**config.mk**
```make
export PLATFORM = sky130hd
export DESIGN_NAME = conveyor_chain_p
export DESIGN_NICKNAME = d
export VERILOG_FILES = /design/src/rtl/conveyor_chain_p.sv
export SDC_FILE = /design/constraint.sdc
export NUM_CORES = 2
export LEC_CHECK = 0
export ABC_CLOCK_PERIOD_IN_PS = 6700
export CORE_AREA = 10 10 351 353
export DETAILED_ROUTE_END_ITERATION = 12
export DIE_AREA = 0 0 361 363
export GPL_ROUTABILITY_DRIVEN = 0
export PLACE_DENSITY = 0.61
export SLEW_MARGIN = 0
export SYNTH_ARGS = -nofsm -noshare
export SYNTH_HDL_FRONTEND = slang
export SYNTH_SLANG_ARGS = --single-unit
```
**constraint.sdc**
```tcl
create_clock -name clk -period 6.7 [get_ports clk]
set_clock_uncertainty 0.1 [all_clocks]
set_input_delay 2.01 -clock clk [delete_from_list [all_inputs] [get_ports clk]]
set_output_delay 2.01 -clock clk [all_outputs]
set_load 0.02 [all_outputs]
```
**src/rtl/conveyor_chain_p.sv**
```systemverilog
// conveyor_chain_p: DEPTH-slot shift chain of in-flight commands.
// Slot 0 is the youngest and slot DEPTH-1 the oldest. Each slot carries a
// 3-bit stage stamp in bits [2:0]: bit2 exec, bit1 mem, bit0 wb (1 = done).
// The block derives per-slot stage-ready flags from register hazards
// against older valid slots. It also stalls itself while the oldest slot
// is unfinished.
// Optional build macro CONVEYOR_ZERO_REG_EN: when defined, register
// address 0 never produces a hazard match.
module conveyor_chain_p #(
  parameter int DEPTH       = 8,
  parameter int CMD_W       = 88,
  parameter int AW          = 5,
  parameter int SRC1_LSB    = 77,
  parameter int SRC2_LSB    = 72,
  parameter int DST_LSB     = 67,
  parameter int TAKE_LSB    = 30,
  parameter int JUMP_SHADOW = 1
) (
  input  logic                         clk,
  input  logic                         reset,
  input  logic [CMD_W-1:0]             cmd_in,
  input  logic                         cmd_valid,
  input  logic                         conveyor_stop,
  input  logic                         jump_start,
  input  logic [DEPTH*3-1:0]           stamp_flat,
  input  logic [DEPTH-1:0]             stamp_in,
  input  logic [DEPTH*AW-1:0]          take_flat,
  input  logic [DEPTH-1:0]             take_in,
  output logic [DEPTH*3-1:0]           reg_start_flat,
  output logic [DEPTH*CMD_W-1:0]       reg_out_flat,
  output logic                         conveyor_stop_out,
  output logic [$clog2(DEPTH+1)-1:0]   occupancy,
  output logic [15:0]                  retire_cnt
);

  localparam int OCC_W = $clog2(DEPTH+1);
  localparam logic [2:0] STAMP_DONE = 3'b111;
  // A jump voids its own slot plus JUMP_SHADOW-1 further loads.
  localparam logic [3:0] SH_LOAD = (JUMP_SHADOW > 0) ? 4'(JUMP_SHADOW - 1) : 4'd0;

  logic [CMD_W-1:0] r_slot [DEPTH];
  logic [DEPTH-1:0] r_vld;
  logic [3:0]       r_shadow;
  logic [15:0]      r_retire;

  logic             w_adv;
  logic             w_void;
  logic [CMD_W-1:0] w_slot_nxt [DEPTH];
  logic [DEPTH-1:0] w_vld_nxt;
  logic [AW-1:0]    w_src1 [DEPTH];
  logic [AW-1:0]    w_src2 [DEPTH];
  logic [AW-1:0]    w_dst  [DEPTH];
  logic [DEPTH-1:0] w_exec_ok;
  logic [DEPTH-1:0] w_mem_ok;
  logic [DEPTH-1:0] w_wb_ok;

  // Register address comparison; address 0 can be excluded from hazards.
  function automatic logic addr_eq(input logic [AW-1:0] a, input logic [AW-1:0] b);
`ifdef CONVEYOR_ZERO_REG_EN
    return (a == b) && (a != '0);
`else
    return a == b;
`endif
  endfunction

  genvar g;
  generate
    for (g = 0; g < DEPTH; g++) begin : g_slot
      assign w_src1[g] = r_slot[g][SRC1_LSB +: AW];
      assign w_src2[g] = r_slot[g][SRC2_LSB +: AW];
      assign w_dst[g]  = r_slot[g][DST_LSB +: AW];
      assign reg_out_flat[CMD_W*g +: CMD_W] = r_slot[g];
    end
  endgenerate

  assign conveyor_stop_out = (r_slot[DEPTH-1][2:0] != STAMP_DONE);
  assign w_adv             = !conveyor_stop && !conveyor_stop_out;
  assign w_void            = !cmd_valid || jump_start || (r_shadow != 4'd0);
  assign retire_cnt        = r_retire;

  // Next slot contents: shift on advance, then overlay stamp/take writes
  // that follow their command to its new position.
  always_comb begin
    w_vld_nxt = r_vld;
    for (int i = 0; i < DEPTH; i++) begin
      w_slot_nxt[i] = r_slot[i];
    end
    if (w_adv) begin
      for (int i = DEPTH-1; i > 0; i--) begin
        w_slot_nxt[i] = r_slot[i-1];
        w_vld_nxt[i]  = r_vld[i-1];
      end
      w_slot_nxt[0] = cmd_in;
      w_vld_nxt[0]  = !w_void;
      if (w_void) begin
        w_slot_nxt[0][2:0] = STAMP_DONE;
      end
      for (int i = 0; i < DEPTH-1; i++) begin
        if (stamp_in[i]) begin
          w_slot_nxt[i+1][2:0] = stamp_flat[3*i +: 3];
        end
        if (take_in[i]) begin
          w_slot_nxt[i+1][TAKE_LSB +: AW] = take_flat[AW*i +: AW];
        end
      end
    end else begin
      for (int i = 0; i < DEPTH; i++) begin
        if (stamp_in[i]) begin
          w_slot_nxt[i][2:0] = stamp_flat[3*i +: 3];
        end
        if (take_in[i]) begin
          w_slot_nxt[i][TAKE_LSB +: AW] = take_flat[AW*i +: AW];
        end
      end
    end
  end

  // Chain state, jump shadow counter and retire counter.
  always_ff @(posedge clk) begin
    if (reset) begin
      for (int i = 0; i < DEPTH; i++) begin
        r_slot[i] <= CMD_W'(STAMP_DONE);
      end
      r_vld    <= '0;
      r_shadow <= '0;
      r_retire <= '0;
    end else begin
      for (int i = 0; i < DEPTH; i++) begin
        r_slot[i] <= w_slot_nxt[i];
      end
      r_vld <= w_vld_nxt;
      if (w_adv) begin
        if (jump_start) begin
          r_shadow <= SH_LOAD;
        end else if (r_shadow != 4'd0) begin
          r_shadow <= r_shadow - 4'd1;
        end
        if (r_vld[DEPTH-1]) begin
          r_retire <= r_retire + 16'd1;
        end
      end
    end
  end

  // Hazard scan: each slot against every older valid slot.
  always_comb begin
    w_exec_ok = '1;
    w_mem_ok  = '1;
    w_wb_ok   = '1;
    for (int k = 0; k < DEPTH; k++) begin
      for (int j = k + 1; j < DEPTH; j++) begin
        if (r_vld[j]) begin
          if (!r_slot[j][0] &&
              (addr_eq(w_src1[k], w_dst[j]) || addr_eq(w_src2[k], w_dst[j]))) begin
            w_exec_ok[k] = 1'b0;
          end
          if (r_slot[j][2:0] != STAMP_DONE) begin
            if (addr_eq(w_src1[k], w_dst[j]) || addr_eq(w_src2[k], w_dst[j]) ||
                addr_eq(w_src1[j], w_dst[k]) || addr_eq(w_src2[j], w_dst[k])) begin
              w_mem_ok[k] = 1'b0;
            end
            if (addr_eq(w_dst[k], w_dst[j]) ||
                addr_eq(w_src1[j], w_dst[k]) || addr_eq(w_src2[j], w_dst[k])) begin
              w_wb_ok[k] = 1'b0;
            end
          end
        end
      end
    end
  end

  // Flag only the earliest pending stage of each live slot.
  always_comb begin
    reg_start_flat = '0;
    for (int k = 0; k < DEPTH; k++) begin
      if (r_vld[k] && (r_slot[k][2:0] != STAMP_DONE)) begin
        if (!r_slot[k][2]) begin
          reg_start_flat[3*k+2] = w_exec_ok[k];
        end else if (!r_slot[k][1]) begin
          reg_start_flat[3*k+1] = w_mem_ok[k];
        end else begin
          reg_start_flat[3*k] = w_wb_ok[k];
        end
      end
    end
  end

  // Count live slots that still have work outstanding.
  always_comb begin
    occupancy = '0;
    for (int k = 0; k < DEPTH; k++) begin
      if (r_vld[k] && (r_slot[k][2:0] != STAMP_DONE)) begin
        occupancy = occupancy + OCC_W'(1);
      end
    end
  end

endmodule

```
# == After elaboration in Yosys (flattened, before gate mapping) ==
# Memories as Yosys holds them, arrays and structs flattened.
# Index checks and enable logic that the tools add are counted.
# totals
reg_bits,28
mem_bits_rw,704
in_bits,173
out_inout_bits,749
elab_cells,697
memories,1
# op_classes
add_sub_neg,9
eq_ne,148
n_mux,334
n_bitwise,8
n_reduce_logical,194
# mem_list
memory,words,word_bits,rd,rd_clocked_by_memory_dff,wr,line_no,source
r_slot,8,88,8,0,8,41,logic [CMD_W-1:0] r_slot [DEPTH];
# op_table
operator,n
$mux W88,8
$eq A5 B5 Y1,140
$mux W53,8
$mux W1,252
$mux W27,8
$logic_or A1 B1 Y1,142
$mux W5,16
$mux W3,25
$logic_and A1 B1 Y1,37
$mux W4,9
$add A4 B1 Y4 const B,7
$ne A3 B3 Y1 const B,8
$add A16 B1 Y16 const B,1
$mux W2,8
$logic_not A1 Y1,11
$or A1 B1 Y1,8
$reduce_and A2 Y1,2
$reduce_bool A4 Y1,1
$sub A4 B1 Y4 const B,1
$reduce_bool A2 Y1,1

# == Logic depth before layout (Yosys ltp) ==
# An unclocked memory read counts as a cell.
# logic_depth
ltp_word,29
depth_mapped,20
mapped_depth_nobuf,20

# == Worst setup path before layout ==
# OpenSTA, ideal clock, no wires.
# synth_path
kind,register to output
from,"memory r_slot[1][0], in the netlist r_slot[0][88]"
to,output occupancy[2]
arrival_ns,4.163
required_time_ns,4.590
path_slack_ns,0.427
path_stages_with_launch,20
path_cell_list,dfxtp_1 a31oi_1 inv_1 ha_1 and2b_2 a211o_4 ha_1 nand3_1 o21ai_0 ha_1 o21a_1 ha_1 nand2_1 nand2_1 ha_1 nor2_1 a31oi_1 ha_1 nand2_1 xnor2_1
# synth_lines
item,line_no,source
"start, declared",41,
"end, declared",32,"output logic [$clog2(DEPTH+1)-1:0] occupancy,"

# == Worst setup path in the final report ==
# layout_path
from,register r_vld[1]
to,output occupancy[3]
# layout_via
elab_chain_cells,14
# layout_rtl
item,line_no,source
"start, declared",42,logic [DEPTH-1:0] r_vld;
"start signal, assigned",131,r_vld <= w_vld_nxt;
$logic_and A1 B1 Y1 (*),192,if (r_vld[k] && (r_slot[k][2:0] != STAMP_DONE)) begin
$mux W4 (*),192,
$add A4 B1 Y4,193,occupancy = occupancy + OCC_W'(1);
$mux W4 (*),192,
$add A4 B1 Y4,193,
$mux W4 (*),192,
$add A4 B1 Y4,193,
$mux W4 (*),192,
$add A4 B1 Y4,193,
$mux W4 (*),192,
$add A4 B1 Y4,193,
$mux W4 (*),192,
$add A4 B1 Y4,193,
$mux W4 (*),192,
# Every way passes the cells marked *; elsewhere a longest branch is shown, timed or not.

==> flow_summary.yaml <==
floorplan:
  initial_core_util_pct: 30.9
  die_h_microns: 363
  die_w_microns: 361
  core_region_area_sq_um: 116000
  dieArea_sq_um: 131000
  io_pins: 922
  rows: 125
setup_path:
  cp_data_arrival_time_ns: 4.53
  cp_cell_sequence: "inv_2, a31oi_4, inv_2, ha_4, buf_6, nor2b_2, a211o_4, ha_4, nand3_4, o21ai_2, ha_1, o21a_1, ha_1, nand2_1, nand2_1, ha_1, nor2_2, a31oi_2, a32oi_1, xor2_1, buf_4"
  cpPeakStageDelay_ns: 0.34
  start_kind: "flip-flop"
  worstPathRequired_ns: 4.59
  critPathKind: "flip-flop to primary output"
  worst-path-buf-inv: 4
  crit_slowest_cell: "a211o_4"
  cp_max_fo: 4
  endpoint_kind: "primary output"
  cpLargestDelayFamily: "adder cells"
  crit_path_frequent_cell: "ha_1"
synthesis:
  synth.net_count: 4814
  synthCells: 4632
  synth-edff-count: 0
  synth_cell_types: 58
  synthFlopType: "dfxtp_1"
  async_flop_share_pct: 0
  yosysTopAreaCellShare_pct: 40.9
  netlist_area_sq_um: 35800
  synth-seq-cells: 732
  syn_area_per_cell_sq_um: 7.73
  yosys_warnings: 0
  synth_top_area_cell: "dfxtp_1"
  ys_top_cells_by_area: "dfxtp_1, nand2_1, a21oi_1"
  ys_seq_area_share_pct: 40.9
pwr:
  switching_share_pct: 28.7
  finalPower_mw: 10.7
  pwr-share-clk_pct: 42.5
  power_leakage_nw: 18.4
  p_seq_share_pct: 43.1
  switchingPower_mw: 3.07
  cellPowerDensity_nw_per_um2: 218
  comb_power_share_pct: 14.4
  p_int_mw: 7.63
  peakVddDrop_v: 0.000197
clock_tree:
  cts.sinks: 732
  cts_max_level: 3
  cts-buffers-inserted: 84
  cts_tree: "built"
  clk_pin_slew_ns: 0.06
  clk_path_buf_depth: 3
  clk_latency_ns: 0.66
  root_buffer: "clkbuf_16"
global_routing:
  grt_pass1_wl_microns: 237000
  grt_max_degree: 184
  grt_remaining_overflow: 0
  grt_pass1_vias: 32901
  antenna_found_initial: 19
  gr-usage-all-layers_pct: 23.9
sta:
  tightest_slew_ns: 1.13
  worst_hold_slack_ns: 0.352
  slew_violations: 0
  slew_headroom_pct: 23.8
  fin_setup_tns_ns: 0
  rsz0062_at_grt: "yes"
  post-route-period-util_pct: 99.2
  fin_ws_ns: 0.0566
  finalSetupViolations: 0
  fmax_ghz: 0.151
  hold_viol: 0
  layout_min_cycle_time_ns: 6.64
final_layout:
  fin_nets: 5513
  final_layout_size_suffix_gt1_share_pct: 5.70
  syn2layout_area_growth_pct: 36.9
route:
  drt_iter0_markers: 3613
  drtAntennaViolNets: 0
  routedWlPerCell_microns: 24.2
  route.detailed.drc: 0
  via_per_inst: 5.10
  num_vias: 35343
  firstDrtPassIters: 6
  wirelength_microns: 168000
placement:
  pre_cts_ws_ns: 0.0621
  io_buffers: 921
  detailed_place_hpwl_microns: 125000
min_path:
  hp-class: "flip-flop to flip-flop"
job:
  maxCapViolCount: 0
run_status:
  outcome: "finished clean"
[layout by cell type, fill, tap and decap left out, types with 12 or more instances in the layout]
cell	count
clkbuf_1	20
xor2_1	365
buf_4	135
mux2i_1	45
nand3_1	123
nor3_1	115
clkbuf_8	17
a21o_1	21
clkinv_2	12
xnor2_1	356
buf_12	15
a211oi_1	73
nand2_1	1375
nor2_1	35
dfxtp_1	730
a31oi_1	36
clkdlybuf4s50_1	917
o31ai_1	27
o21ai_0	34
nor4_1	13
nor2b_1	27
clkbuf_16	85
a21oi_1	684
[synthesized netlist by cell type (3+ instances only)]
cell	count
nand2_1	1376
dfxtp_1	732
a21oi_1	686
xor2_1	365
xnor2_1	357
clkbuf_1	244
buf_2	168
nand3_1	124
nor3_1	115
a211oi_1	73
mux2i_1	45
a31oi_1	38
nor2_1	36
o21ai_0	35
buf_4	30
nor2b_1	27
o31ai_1	27
a21o_1	21
buf_1	15
inv_1	13
nor4_1	13
ha_1	9
nand2b_1	8
and2_1	7
nand4_1	7
and3_1	5
o22ai_1	5
or3_1	5
nand3b_1	4
nand4b_1	4
o2111ai_1	4
nor3b_1	3
o31a_1	3
[cell families after synthesis]
kind of cell,synth area share (%)
XOR/XNOR,17.9
AND/OR/NAND/NOR,19.9
adder cells (fa/ha/maj),0.314
buffers and inverters,5.83
flip-flops,40.9
AO/OA/AOI/OAI,13.9
multiplexers,1.26
[through the flow]
step | util (%) | instance area, sq um | std cells
2_1_floorplan | - | 35800 | 4632
3_3_place_gp | 39.9 | 46200 | 6764
3_5_place_dp | 39.9 | 46200 | 6764
4_1_cts | 42.2 | 48900 | 6911
5_1_grt | 42.3 | 49000 | 6918
6_report | 42.3 | 49000 | 6924
[timing repair]
item,4_1_cts,5_1_grt
gates resized for setup,22,14
setup endpoints to repair,3,3
hold buffers,0,0
pin swaps,4,11
buffers inserted,3,2
[worst register-to-register path: stages (launching register included)]
cell,delay (ns)
dfxtp_1,0.43
and4b_4,0.75
buf_12,0.36
buf_4,0.53
nand2_1,0.17
a21oi_1,0.15
[worst paths after layout]
kind,start,to,slack (ns),depth (start not counted)
min,r_slot[0][621],r_slot[0][621],0.35,2
max,r_vld[1],occupancy[3],0.06,21
min reg2reg,r_slot[0][621],r_slot[0][621],0.35,2
max reg2reg,r_slot[0][618],r_slot[0][669],4.15,5
[cell type report]
class                   instances  area [sq um]
fillers                     11634         66900
clock inverters                22           246
multi-input cells            3430         19200
repair buffers               1070         10500
flip-flops and latches        732         14700
well taps                    1524          1910
clock buffers                 122          2440
inverters                      13          48.8
diodes                         11          27.5
[per-layer routing]
| metal | vias up | global-route usage [%] | wire [microns] |
|---|---|---|---|
| li1 | 16487 | - | - |
| met1 | 17034 | 28.9 | 65900 |
| met2 | 1484 | 39.2 | 78400 |
| met3 | 326 | 7.80 | 15900 |
| met4 | 12 | 9.09 | 7310 |
| met5 | - | 0 | 74 |
[power by group through the flow]
stage | clock [mW] | sequential (mW) | combinational (mW)
floorplan | 0 | 4.75 | 0.774
global placement | 0 | 4.69 | 1.52
detailed placement | 0 | 4.69 | 1.53
CTS | 4.63 | 4.60 | 1.53
global route | 4.80 | 4.62 | 1.64
finish | 4.55 | 4.61 | 1.54
[registers in the layout, indices dropped and copies added (netlist names)]
name	cells
r_slot	704
retire_cnt	16
r_shadow	4
r_vld	8
No activity file was read; power rests on OpenSTA's default activity.
